[src/rtl/mem_read_arbiter.sv]
// Round-robin arbiter sharing one burst-oriented memory read channel among NUM_REQ requesters.
// One burst outstanding at a time; beats are routed to the owner and the burst length is checked.
module mem_read_arbiter #(
    parameter int NUM_REQ    = 4,
    parameter int ADDR_WIDTH = 26,
    parameter int DATA_WIDTH = 32,
    parameter int LEN_WIDTH  = 4,
    parameter int ID_WIDTH   = 4,
    localparam int GW        = (NUM_REQ > 1) ? $clog2(NUM_REQ) : 1
) (
    input  logic                          clk,
    input  logic                          rst,
    input  logic [NUM_REQ-1:0]            req_arvalid,
    input  logic [NUM_REQ*ADDR_WIDTH-1:0] req_araddr,
    input  logic [NUM_REQ*LEN_WIDTH-1:0]  req_arlen,
    input  logic [NUM_REQ*ID_WIDTH-1:0]   req_arid,
    output logic [NUM_REQ-1:0]            req_arready,
    output logic [NUM_REQ-1:0]            req_rvalid,
    input  logic [NUM_REQ-1:0]            req_rready,
    output logic [DATA_WIDTH-1:0]         req_rdata,
    output logic                          req_rlast,
    output logic                          m_arvalid,
    input  logic                          m_arready,
    output logic [ADDR_WIDTH-1:0]         m_araddr,
    output logic [LEN_WIDTH-1:0]          m_arlen,
    output logic [ID_WIDTH-1:0]           m_arid,
    input  logic                          m_rvalid,
    output logic                          m_rready,
    input  logic [DATA_WIDTH-1:0]         m_rdata,
    input  logic                          m_rlast,
    output logic [GW-1:0]                 grant_id,
    output logic                          busy,
    output logic                          len_err
);

    typedef enum logic [1:0] {
        IDLE = 2'd0,
        ADDR = 2'd1,
        DATA = 2'd2
    } state_t;

    localparam logic [LEN_WIDTH-1:0] BEAT_MAX = {LEN_WIDTH{1'b1}};
    localparam logic [GW-1:0]        LAST_IDX = GW'(NUM_REQ - 1);

    state_t                state_r;
    logic [GW-1:0]         rr_ptr_r;
    logic [GW-1:0]         grant_id_r;
    logic [LEN_WIDTH-1:0]  len_r;
    logic [LEN_WIDTH-1:0]  beat_cnt_r;
    logic                  len_err_r;

    logic [GW-1:0]         pick_s;
    logic [GW-1:0]         cand_s;
    logic                  any_req_s;
    logic [LEN_WIDTH-1:0]  pick_len_s;
    logic                  beat_fire_s;

    // Round-robin pick: scanning downward lets the candidate closest to rr_ptr win last.
    always_comb begin
        pick_s = '0;
        cand_s = '0;
        for (int k = NUM_REQ - 1; k >= 0; k--) begin
            cand_s = GW'((int'(rr_ptr_r) + k) % NUM_REQ);
            pick_s = req_arvalid[cand_s] ? cand_s : pick_s;
        end
    end

    // Request presence and the burst length of the winning requester.
    always_comb begin
        any_req_s  = |req_arvalid;
        pick_len_s = req_arlen[int'(pick_s)*LEN_WIDTH +: LEN_WIDTH];
    end

    // Channel muxing; everything is forced to zero while reset is asserted.
    always_comb begin
        req_arready = '0;
        req_rvalid  = '0;
        req_rdata   = '0;
        req_rlast   = 1'b0;
        m_arvalid   = 1'b0;
        m_araddr    = '0;
        m_arlen     = '0;
        m_arid      = '0;
        m_rready    = 1'b0;
        if (rst) begin
            m_rready = 1'b0;
        end else begin
            case (state_r)
                ADDR: begin
                    m_arvalid               = 1'b1;
                    m_araddr                = req_araddr[int'(grant_id_r)*ADDR_WIDTH +: ADDR_WIDTH];
                    m_arlen                 = req_arlen[int'(grant_id_r)*LEN_WIDTH +: LEN_WIDTH];
                    m_arid                  = req_arid[int'(grant_id_r)*ID_WIDTH +: ID_WIDTH];
                    req_arready[grant_id_r] = m_arready;
                end
                DATA: begin
                    req_rvalid[grant_id_r] = m_rvalid;
                    m_rready               = req_rready[grant_id_r];
                    req_rdata              = m_rdata;
                    req_rlast              = m_rlast;
                end
                default: begin
                    m_arvalid = 1'b0;
                end
            endcase
        end
    end

    // A beat moves only when the memory offers it and the owner accepts it.
    always_comb begin
        beat_fire_s = (state_r == DATA) && m_rvalid && m_rready;
    end

    // Burst sequencing, round-robin pointer and sticky length-error tracking.
    always_ff @(posedge clk) begin
        if (rst) begin
            state_r    <= IDLE;
            rr_ptr_r   <= '0;
            grant_id_r <= '0;
            len_r      <= '0;
            beat_cnt_r <= '0;
            len_err_r  <= 1'b0;
        end else begin
            case (state_r)
                IDLE: begin
                    if (any_req_s) begin
                        grant_id_r <= pick_s;
                        len_r      <= pick_len_s;
                        state_r    <= ADDR;
                    end
                end
                ADDR: begin
                    if (m_arready) begin
                        beat_cnt_r <= '0;
                        rr_ptr_r   <= (grant_id_r == LAST_IDX) ? '0 : grant_id_r + GW'(1);
                        state_r    <= DATA;
                    end
                end
                DATA: begin
                    if (beat_fire_s) begin
                        if (beat_cnt_r != BEAT_MAX) begin
                            beat_cnt_r <= beat_cnt_r + LEN_WIDTH'(1);
                        end
                        if (m_rlast) begin
                            if (beat_cnt_r != len_r) begin
                                len_err_r <= 1'b1;
                            end
                            state_r <= IDLE;
                        end else if (beat_cnt_r >= len_r) begin
                            // Expected last beat already passed without rlast.
                            len_err_r <= 1'b1;
                        end
                    end
                end
                default: begin
                    state_r <= IDLE;
                end
            endcase
        end
    end

    assign grant_id = grant_id_r;
    assign busy     = (state_r != IDLE);
    assign len_err  = len_err_r;

    mem_read_arbiter_chk #(
        .NUM_REQ (NUM_REQ)
    ) u_chk (
        .clk         (clk),
        .rst         (rst),
        .req_arready (req_arready),
        .req_rvalid  (req_rvalid),
        .m_arvalid   (m_arvalid),
        .m_rready    (m_rready),
        .m_rvalid    (m_rvalid),
        .busy        (busy)
    );

endmodule

// Structural invariants of the arbiter outputs.
module mem_read_arbiter_chk #(
    parameter int NUM_REQ = 4
) (
    input logic               clk,
    input logic               rst,
    input logic [NUM_REQ-1:0] req_arready,
    input logic [NUM_REQ-1:0] req_rvalid,
    input logic               m_arvalid,
    input logic               m_rready,
    input logic               m_rvalid,
    input logic               busy
);

    a_arready_onehot: assert property (@(posedge clk) disable iff (rst) $onehot0(req_arready));
    a_rvalid_onehot:  assert property (@(posedge clk) disable iff (rst) $onehot0(req_rvalid));
    a_arvalid_busy:   assert property (@(posedge clk) disable iff (rst) m_arvalid |-> busy);
    a_rready_busy:    assert property (@(posedge clk) disable iff (rst) m_rready |-> busy);
    a_rvalid_src:     assert property (@(posedge clk) disable iff (rst) (|req_rvalid) |-> m_rvalid);

endmodule

[config.mk]
export PLATFORM = sky130hd
export DESIGN_NAME = mem_read_arbiter
export DESIGN_NICKNAME = d
export VERILOG_FILES = /design/src/rtl/mem_read_arbiter.sv
export SDC_FILE = /design/constraint.sdc
export NUM_CORES = 1
export LEC_CHECK = 0
export CELL_PAD_IN_SITES_DETAIL_PLACEMENT = 1
export CELL_PAD_IN_SITES_GLOBAL_PLACEMENT = 1
export CORE_MARGIN = 5
export CORE_UTILIZATION = 20
export CTS_CLUSTER_SIZE = 24
export DETAILED_ROUTE_END_ITERATION = 8
export PLACE_DENSITY = 0.95
export SLEW_MARGIN = 40
export SYNTH_ARGS = -nofsm -noshare
export SYNTH_HDL_FRONTEND = slang
export SYNTH_SLANG_ARGS = --single-unit
[constraint.sdc]
create_clock -name clk -period 3.5 [get_ports clk]
set_clock_uncertainty 0.15 [all_clocks]
set_input_delay 0.35 -clock clk [delete_from_list [all_inputs] [get_ports clk]]
set_output_delay 0.35 -clock clk [all_outputs]
set_load 0.1 [all_outputs]
==> key figures, run 1 <==
Setup path
  • Critical path class: flop to output port
  • Reg-to-reg startpoint: grant_id[0]
  • Crit Path Max Fanout: 24
  • Worst endpoint required time: 3.00 ns
  • Slowest CP cell: dfxtp_2
  • Crit path DAT: 2.18 ns
  • Crit end category: output port
  • Startpoint Class: flop
  • Reg2Reg Capture Point: beat_cnt_r[2]
  • R2R Setup Slk: 1.36 ns
  • R2R depth: 5
  • Max incr delay on CP: 0.68 ns
  • Critical path's most frequent cell: buf_12
  • Crit-path cells: buf_12 -> mux4_2 -> nor2b_2 -> buf_12

Routing
  • 1st-pass router iterations: 4
  • Via count: 3,052
  • Vias per cell: 4.72
  • DR WL/cell: 21.7 um
  • Total routed wirelength: 14.0 mm
  • Post-DRT Antenna Nets: 0
  • Starting DRT DRC Count: 93
  • Highest Signal Layer: met4
  • # DRC: 0
  • M1 WL: 4.72 mm
  • Met3 wire len: 1.23 mm
  • WL met2: 7.81 mm

Floorplanning
  • CORE AREA: 0.0115 sq mm
  • # IOs: 262
  • Die area: 0.0142 sq mm
  • Initial Util: 20.6%
  • Die Span X: 119 um
  • Die height: 119 um
  • Cell Rows: 39

Logic synthesis
  • Synthesized area: 0.00238 sq mm
  • Mux contribution to synthesized area: 37.8%
  • Sequential fraction of the synthesis area: 12.6%
  • Yosys cell types: 39
  • Syn Nets: 438
  • Fraction of registers with async set/reset: 0%
  • XOR/XNOR Fraction of Synth Area: 0.737%
  • Cell taking the most area after synthesis: mux4_2
  • Synth Flop Type: dfxtp_1
  • Synth Area per Inst: 9.59 sq um
  • Ys Warns: 0
  • Largest family of logic cells by synthesized area: multiplexers
  • Compound-Gate Fraction of Synth Area: 7.11%
  • Synth top area cells: mux4_2 (33%), dfxtp_1 (13%), and2_1 (9.2%), nor2b_1 (9.2%), ha_1 (4.7%)
  • Synth Instances: 248
  • FF+latch count, synth: 15
  • Adder-cell share of the synthesized area: 4.74%
  • Post-synth EDFFs: 0
  • Simple-gate area share of the yosys netlist: 31.4%
  • Yosys top cell area share: 33.2%

Power and ir drop
  • P per Cell Area: 229 mW/mm^2
  • Pwr Total: 1.36 mW
  • Peak supply drop: 122 uV
  • Leak: 2.20 nW

Global route
  • First-pass GRT wire length: 21.2 mm
  • All-Layer GR Usage: 19.1%
  • Antenna violations before repair: 3
  • Grt total ovfl: 0
  • Vias in the first global route: 3,534
  • Largest net degree at the start of global routing: 38

CTS
  • Htree depth: 1
  • Post-CTS Resized: 0
  • Reg clk slew, reported paths: 0.05 ns
  • Clock buffer depth: 2
  • Postcts setup bufs: 0
  • Inserted Clock Buffers: 3
  • Clk_lat worst skew: 0.24 ns
  • Hold-fix buffers, CTS: 0
  • CTS tree: yes
  • CTS root buffer: clkbuf_16
  • Clock Sink Count: 15

STA
  • Slew Viols, Final: 0
  • Setup ws final: 0.825 ns
  • Normalized max-slew margin: 52.7%
  • Worst Max-Slew Pin Slew: 0.709 ns
  • # setup viols final: 0
  • Fin crit share: 76.4%
  • Final hold vios: 0
  • Setup TNS: 0 ns
  • Worst hold slack: 0.337 ns
  • Fmax: 0.374 GHz
  • Unrepaired setup endpoints after global routing: no
  • Minimum clock period: 2.68 ns

Finish
  • Final net count: 690
  • Final Non-Filler Cells: 646
  • Area delta synth->final: 150%
  • Layout cells sized above 1: 32.9%

Hold path
  • Worst Hold Launch: len_err
  • Worst hold path depth: 2
  • WHS Endpoint: len_err
  • Worst min path class: flop to flop

Placement
  • Quantity of I/O buffers inserted on ports: 261
  • HPWL after DPL: 12.6 mm
  • Pre-CTS setup slack: 0.988 ns
  • Placed insts: 638
  • Final Wtd Congestion: 0.890

Flow run
  • Max_cap viols: 0

Outcome
  • Status: completed
[Yosys cell counts, types with 4 or more instances]
cell type	n
and2_1	35
mux4_2	35
nor2b_1	35
nor2_1	16
dfxtp_1	15
clkbuf_1	11
inv_1	11
mux2i_1	11
nand2b_1	11
ha_1	9
nand2_1	7
a21oi_1	6
nand3b_1	6
buf_4	4
o221ai_1	4
[metrics by stage]
step | instance area [sq um] | util, %
2_1_floorplan | 2450 | -
3_3_place_gp | 5860 | 50.9
3_5_place_dp | 5860 | 50.9
4_1_cts | 5940 | 51.6
5_1_grt | 5950 | 51.7
6_report | 5950 | 51.7
[state kept, by name, indices dropped and copies added (netlist names)]
name	flops
len_err	1
rr_ptr_r	2
len_r	4
state_r	2
grant_id	2
beat_cnt_r	4
[cells in the final DEF (no fill, tap or decap), drive strengths merged, types with 3 or more instances in the layout]
master         count
a21oi              8
and2              35
buf               85
clkbuf             3
clkdlybuf4s50    180
dfxtp             15
diode              4
ha                 9
inv               11
mux2i             11
mux4              35
nand2              7
nand2b            11
nand3              3
nand3b             7
nor2              17
nor2b             35
nor3               3
o221ai             4
or3b               3
[worst max-delay path by stage]
stage                 from            to  slack (ns)
2_1_floorplan  grant_id[0]  m_araddr[25]        0.07
3_3_place_gp           rst     m_arid[1]        0.76
3_5_place_dp           rst     m_arid[1]        0.99
4_1_cts        grant_id[0]   m_araddr[9]        0.76
5_1_grt        grant_id[0]   m_araddr[9]        0.71
6_report       grant_id[0]   m_araddr[9]        0.82
[where the power goes]
group	internal, mW	leakage, nW	switching, mW
sequential	0.185	0.123	0.0276
combinational	0.463	2.04	0.462
clock	0.153	0.0409	0.0724
total	0.800	2.20	0.562
[critical path: cells and delay by family (launching register included)]
| family | cells | cell delay (ns) |
|---|---|---|
| multiplexers | 1 | 0.55 |
| flip-flops | 1 | 0.68 |
| AND/OR/NAND/NOR | 1 | 0.19 |
| buffers and inverters | 2 | 0.49 |
[layer usage]
metal / track usage (%) / vias up
li1: - / 1407
met1: 18.9 / 1462
met2: 38.1 / 167
met3: 6.02 / 16
met4: 4.85 / 0
met5: 0 / -
[cells by family (layout without fill, tap and decap cells)]
family	Yosys count	in the layout
muxes	46	46
DFF	15	15
xor gates and xnor gates	2	2
AOI/OAI and AO/OA	23	23
adders and majority gates	9	9
and+or+nand+nor	124	124
other	0	4
buffers and inverters	29	280
[cell type report]
type                    instances  area, sq um
multi-input cells             204         2020
well taps                     143          179
clock buffers                   3         75.1
fillers                      1199         5570
flip-flops and latches         15          303
inverters                      11         41.3
repair buffers                265         3310
diodes                          4         10.0
clock inverters                 1         5.00
No activity file was read; power rests on OpenSTA's default activity.
==> run 2: changes to the inputs <==
--- a/config.mk
+++ b/config.mk
@@ -8,10 +8,10 @@
 export CELL_PAD_IN_SITES_DETAIL_PLACEMENT = 1
 export CELL_PAD_IN_SITES_GLOBAL_PLACEMENT = 1
 export CORE_MARGIN = 5
-export CORE_UTILIZATION = 20
+export CORE_UTILIZATION = 18
 export CTS_CLUSTER_SIZE = 24
 export DETAILED_ROUTE_END_ITERATION = 8
-export PLACE_DENSITY = 0.95
+export PLACE_DENSITY = 0.92
 export SLEW_MARGIN = 40
 export SYNTH_ARGS = -nofsm -noshare
 export SYNTH_HDL_FRONTEND = slang
==> constraint.sdc (replaced) <==
create_clock -name clk -period 2.8 [get_ports clk]
set_clock_uncertainty 0.15 [all_clocks]
set_input_delay 0.28 -clock clk [delete_from_list [all_inputs] [get_ports clk]]
set_output_delay 0.28 -clock clk [all_outputs]
set_load 0.1 [all_outputs]
==> run 2 against run 1 <==
Against the previous run:
- flip-flop and latch count did not move
- critical endpoint is now m_arlen[2]
- cell count is 5.6% higher
- critical path type is now input pin to output port
- sequential share of layout area down 0.26 points
==> key figures, run 2 (synthesis results as in run 1) <==
Placement
  • HPWL after DPL: 13.1 mm (was 12.6 mm)
  • Quantity of I/O buffers inserted on ports: 261 (unchanged)
  • Final Wtd Congestion: 0.905 (was 0.890)
  • DP Area: 0.00619 sq mm (was 0.00586 sq mm)

Power and ir drop
  • Psw: 724 uW (was 562 uW)
  • Int Pwr: 1.04 mW (was 800 uW)
  • Switch share: 41.0% (was 41.3%)
  • Part of the power in combinational logic: 69.9% (was 67.9%)
  • Register share of total power: 14.5% (was 15.6%)
  • P per Cell Area: 281 mW/mm^2 (was 229 mW/mm^2)
  • Peak supply drop: 153 uV (was 122 uV)
  • Clk pwr share: 15.5% (was 16.5%)
  • Pwr Total: 1.77 mW (was 1.36 mW)
  • Leak: 2.34 nW (was 2.20 nW)

Floorplanning
  • Die area: 0.0156 sq mm (was 0.0142 sq mm)
  • # IOs: 262 (unchanged)
  • CORE AREA: 0.0131 sq mm (was 0.0115 sq mm)
  • Initial Util: 18.2% (was 20.6%)
  • Die Span X: 125 um (was 119 um)
  • Cell Rows: 42 (was 39)
  • Die height: 125 um (was 119 um)

STA
  • Slew Viols, Final: 0 (unchanged)
  • Final hold vios: 0 (unchanged)
  • Worst hold slack: 0.337 ns (about the same)
  • # setup viols final: 0 (unchanged)
  • Minimum clock period: 2.46 ns
  • Worst Max-Slew Pin Slew: 0.505 ns (was 0.709 ns)
  • Fmax: 0.407 GHz
  • Normalized max-slew margin: 66.3% (was 52.7%)
  • Setup TNS: 0 ns (unchanged)
  • Unrepaired setup endpoints after global routing: no (unchanged)
  • Fin crit share: 87.8%

Routing
  • Total routed wirelength: 14.7 mm (was 14.0 mm)
  • Via count: 3,083 (was 3,052)
  • 1st-pass router iterations: 4 (unchanged)
  • Starting DRT DRC Count: 151 (was 93)
  • Vias per cell: 4.52 (was 4.72)
  • # DRC: 0 (unchanged)
  • Post-DRT Antenna Nets: 0 (unchanged)
  • DR WL/cell: 21.6 um (was 21.7 um)

Global route
  • Vias in the first global route: 3,673 (was 3,534)
  • All-Layer GR Usage: 18.1% (was 19.1%)
  • Largest net degree at the start of global routing: 38 (unchanged)
  • Grt total ovfl: 0 (unchanged)
  • Antenna violations before repair: 3 (unchanged)
  • First-pass GRT wire length: 22.0 mm (was 21.2 mm)

Hold path
  • Worst Hold Launch: len_err (unchanged)
  • WHS Endpoint: len_err (unchanged)
  • Worst hold path depth: 2 (unchanged)
  • Worst min path class: flop to flop (unchanged)

Setup path
  • Crit path DAT: 2.03 ns (was 2.18 ns)
  • Reg2Reg Capture Point: beat_cnt_r[0] (was beat_cnt_r[2])
  • Reg-to-reg startpoint: grant_id[1] (was grant_id[0])
  • R2R depth: 6 (was 5)
  • Crit end category: output port (unchanged)
  • Crit Path Max Fanout: 18 (was 24)
  • Startpoint Class: input pin (was flop)
  • R2R Setup Slk: 0.77 ns (was 1.36 ns)
  • Worst endpoint required time: 2.37 ns (was 3.00 ns)
  • Critical path class: input pin to output port (was flop to output port)

CTS
  • Post-CTS Resized: 0 (unchanged)
  • Clk_lat worst skew: 0.24 ns (about the same)
  • Hold-fix buffers, CTS: 0 (unchanged)
  • Inserted Clock Buffers: 3 (unchanged)
  • Reg clk slew, reported paths: 0.05 ns (about the same)
  • Htree depth: 1 (unchanged)
  • CTS tree: yes (unchanged)
  • Clock buffer depth: 2 (unchanged)
  • Postcts setup bufs: 0 (unchanged)
  • Clock Sink Count: 15 (unchanged)
  • CTS root buffer: clkbuf_16 (unchanged)

Finish
  • Final net count: 694 (was 690)
  • Area delta synth->final: 164% (was 150%)
  • Fillers: 1,340 (was 1,199)
  • Biggest regs: beat_cnt_r x4, len_r x4 (unchanged)
  • Layout cells sized above 1: 34.6% (was 32.9%)
  • Register area: 303 sq um (unchanged)
  • Most frequent cells in the layout: clkdlybuf4s50_1 (180), buf_12 (80), mux4_2 (35), and2_1 (35), nor2b_4 (23) (was clkdlybuf4s50_1 (180), buf_12 (70), mux4_2 (35), and2_1 (35), nor2b_2 (30))
  • Final Util: 48.0% (was 51.7%)
  • Most common cell after layout, fill and taps aside: clkdlybuf4s50_1 (unchanged)
  • Area of the multi-input gates: 0.00215 sq mm (was 0.00202 sq mm)
  • Cell area after layout: 0.00627 sq mm (was 0.00595 sq mm)

Flow run
  • Max_cap viols: 0 (unchanged)

Outcome
  • Status: completed (unchanged)
[run 2: cell count changes in the layout (fill, tap and decap cells not counted), moves of 2 or more]
cell,before,now
buf_4,14,9
nor2b_2,30,11
nor2b_1,5,1
buf_12,70,80
nor2_1,16,14
nor2_2,0,2
nor2b_4,0,23
[run 2: area by class of cell]
| class | count | share of cell area (%) |
|---|---|---|
| timing repair buffer | 269 | 55.3 |
| multi-input combinational | 204 | 34.3 |
| sequential | 15 | 4.83 |
| tap | 176 | 3.51 |
| clock buffer | 3 | 1.20 |
| inverter | 11 | 0.658 |
| antenna | 3 | 0.120 |
| clock inverter | 1 | 0.0798 |
[run 2: through the flow]
stage                     worst slack, ns  cells
after floorplan                    -0.160    248
after detailed placement            0.366    675
after CTS                           0.345    679
after global routing                0.295    682
after global placement              0.354    674
final                               0.341    682
[run 2: power groups by stage]
stage	clock network [mW]	registers (mW)	logic (mW)
3_5_place_dp	0	0.262	1.24
5_1_grt	0.292	0.259	1.29
4_1_cts	0.280	0.257	1.25
2_1_floorplan	0	0.265	0.685
3_3_place_gp	0	0.259	1.20
6_report	0.274	0.257	1.24
[run 2: layer usage]
| layer | part of all wire (%) | vias to the layer above | global-route usage, % |
|---|---|---|---|
| met5 | 0 | - | 0 |
| met3 | 8.3 | 15 | 5.45 |
| met2 | 55 | 191 | 35.7 |
| li1 | - | 1409 | - |
| met4 | 1.3 | 0 | 4.91 |
| met1 | 35 | 1468 | 18.3 |
[run 2: worst max path at each step]
stage | slack (ns) | start | to | cells after the start
2_1_floorplan | -0.16 | grant_id[1] | req_arready[1] | 6
3_3_place_gp | 0.35 | rst | m_arvalid | 4
3_5_place_dp | 0.37 | rst | m_arlen[2] | 5
4_1_cts | 0.34 | rst | m_arlen[2] | 5
5_1_grt | 0.29 | grant_id[0] | m_araddr[24] | 4
6_report | 0.34 | rst | m_arlen[2] | 5
[run 2: critical path: stages]
cell and delay (ns):
clkdlybuf4s50_1 0.45, or3b_4 0.60, buf_12 0.28, nor2b_2 0.20, buf_12 0.20
==> run 3: changes to the inputs <==
--- a/config.mk
+++ b/config.mk
@@ -12,6 +12,7 @@
 export CTS_CLUSTER_SIZE = 24
 export DETAILED_ROUTE_END_ITERATION = 8
 export PLACE_DENSITY = 0.92
+export SKIP_LAST_GASP = 1
 export SLEW_MARGIN = 40
 export SYNTH_ARGS = -nofsm -noshare
 export SYNTH_HDL_FRONTEND = slang
==> results of run 3 <==
Same layout as run 2: the final DEF is identical, and so are final timing and power.
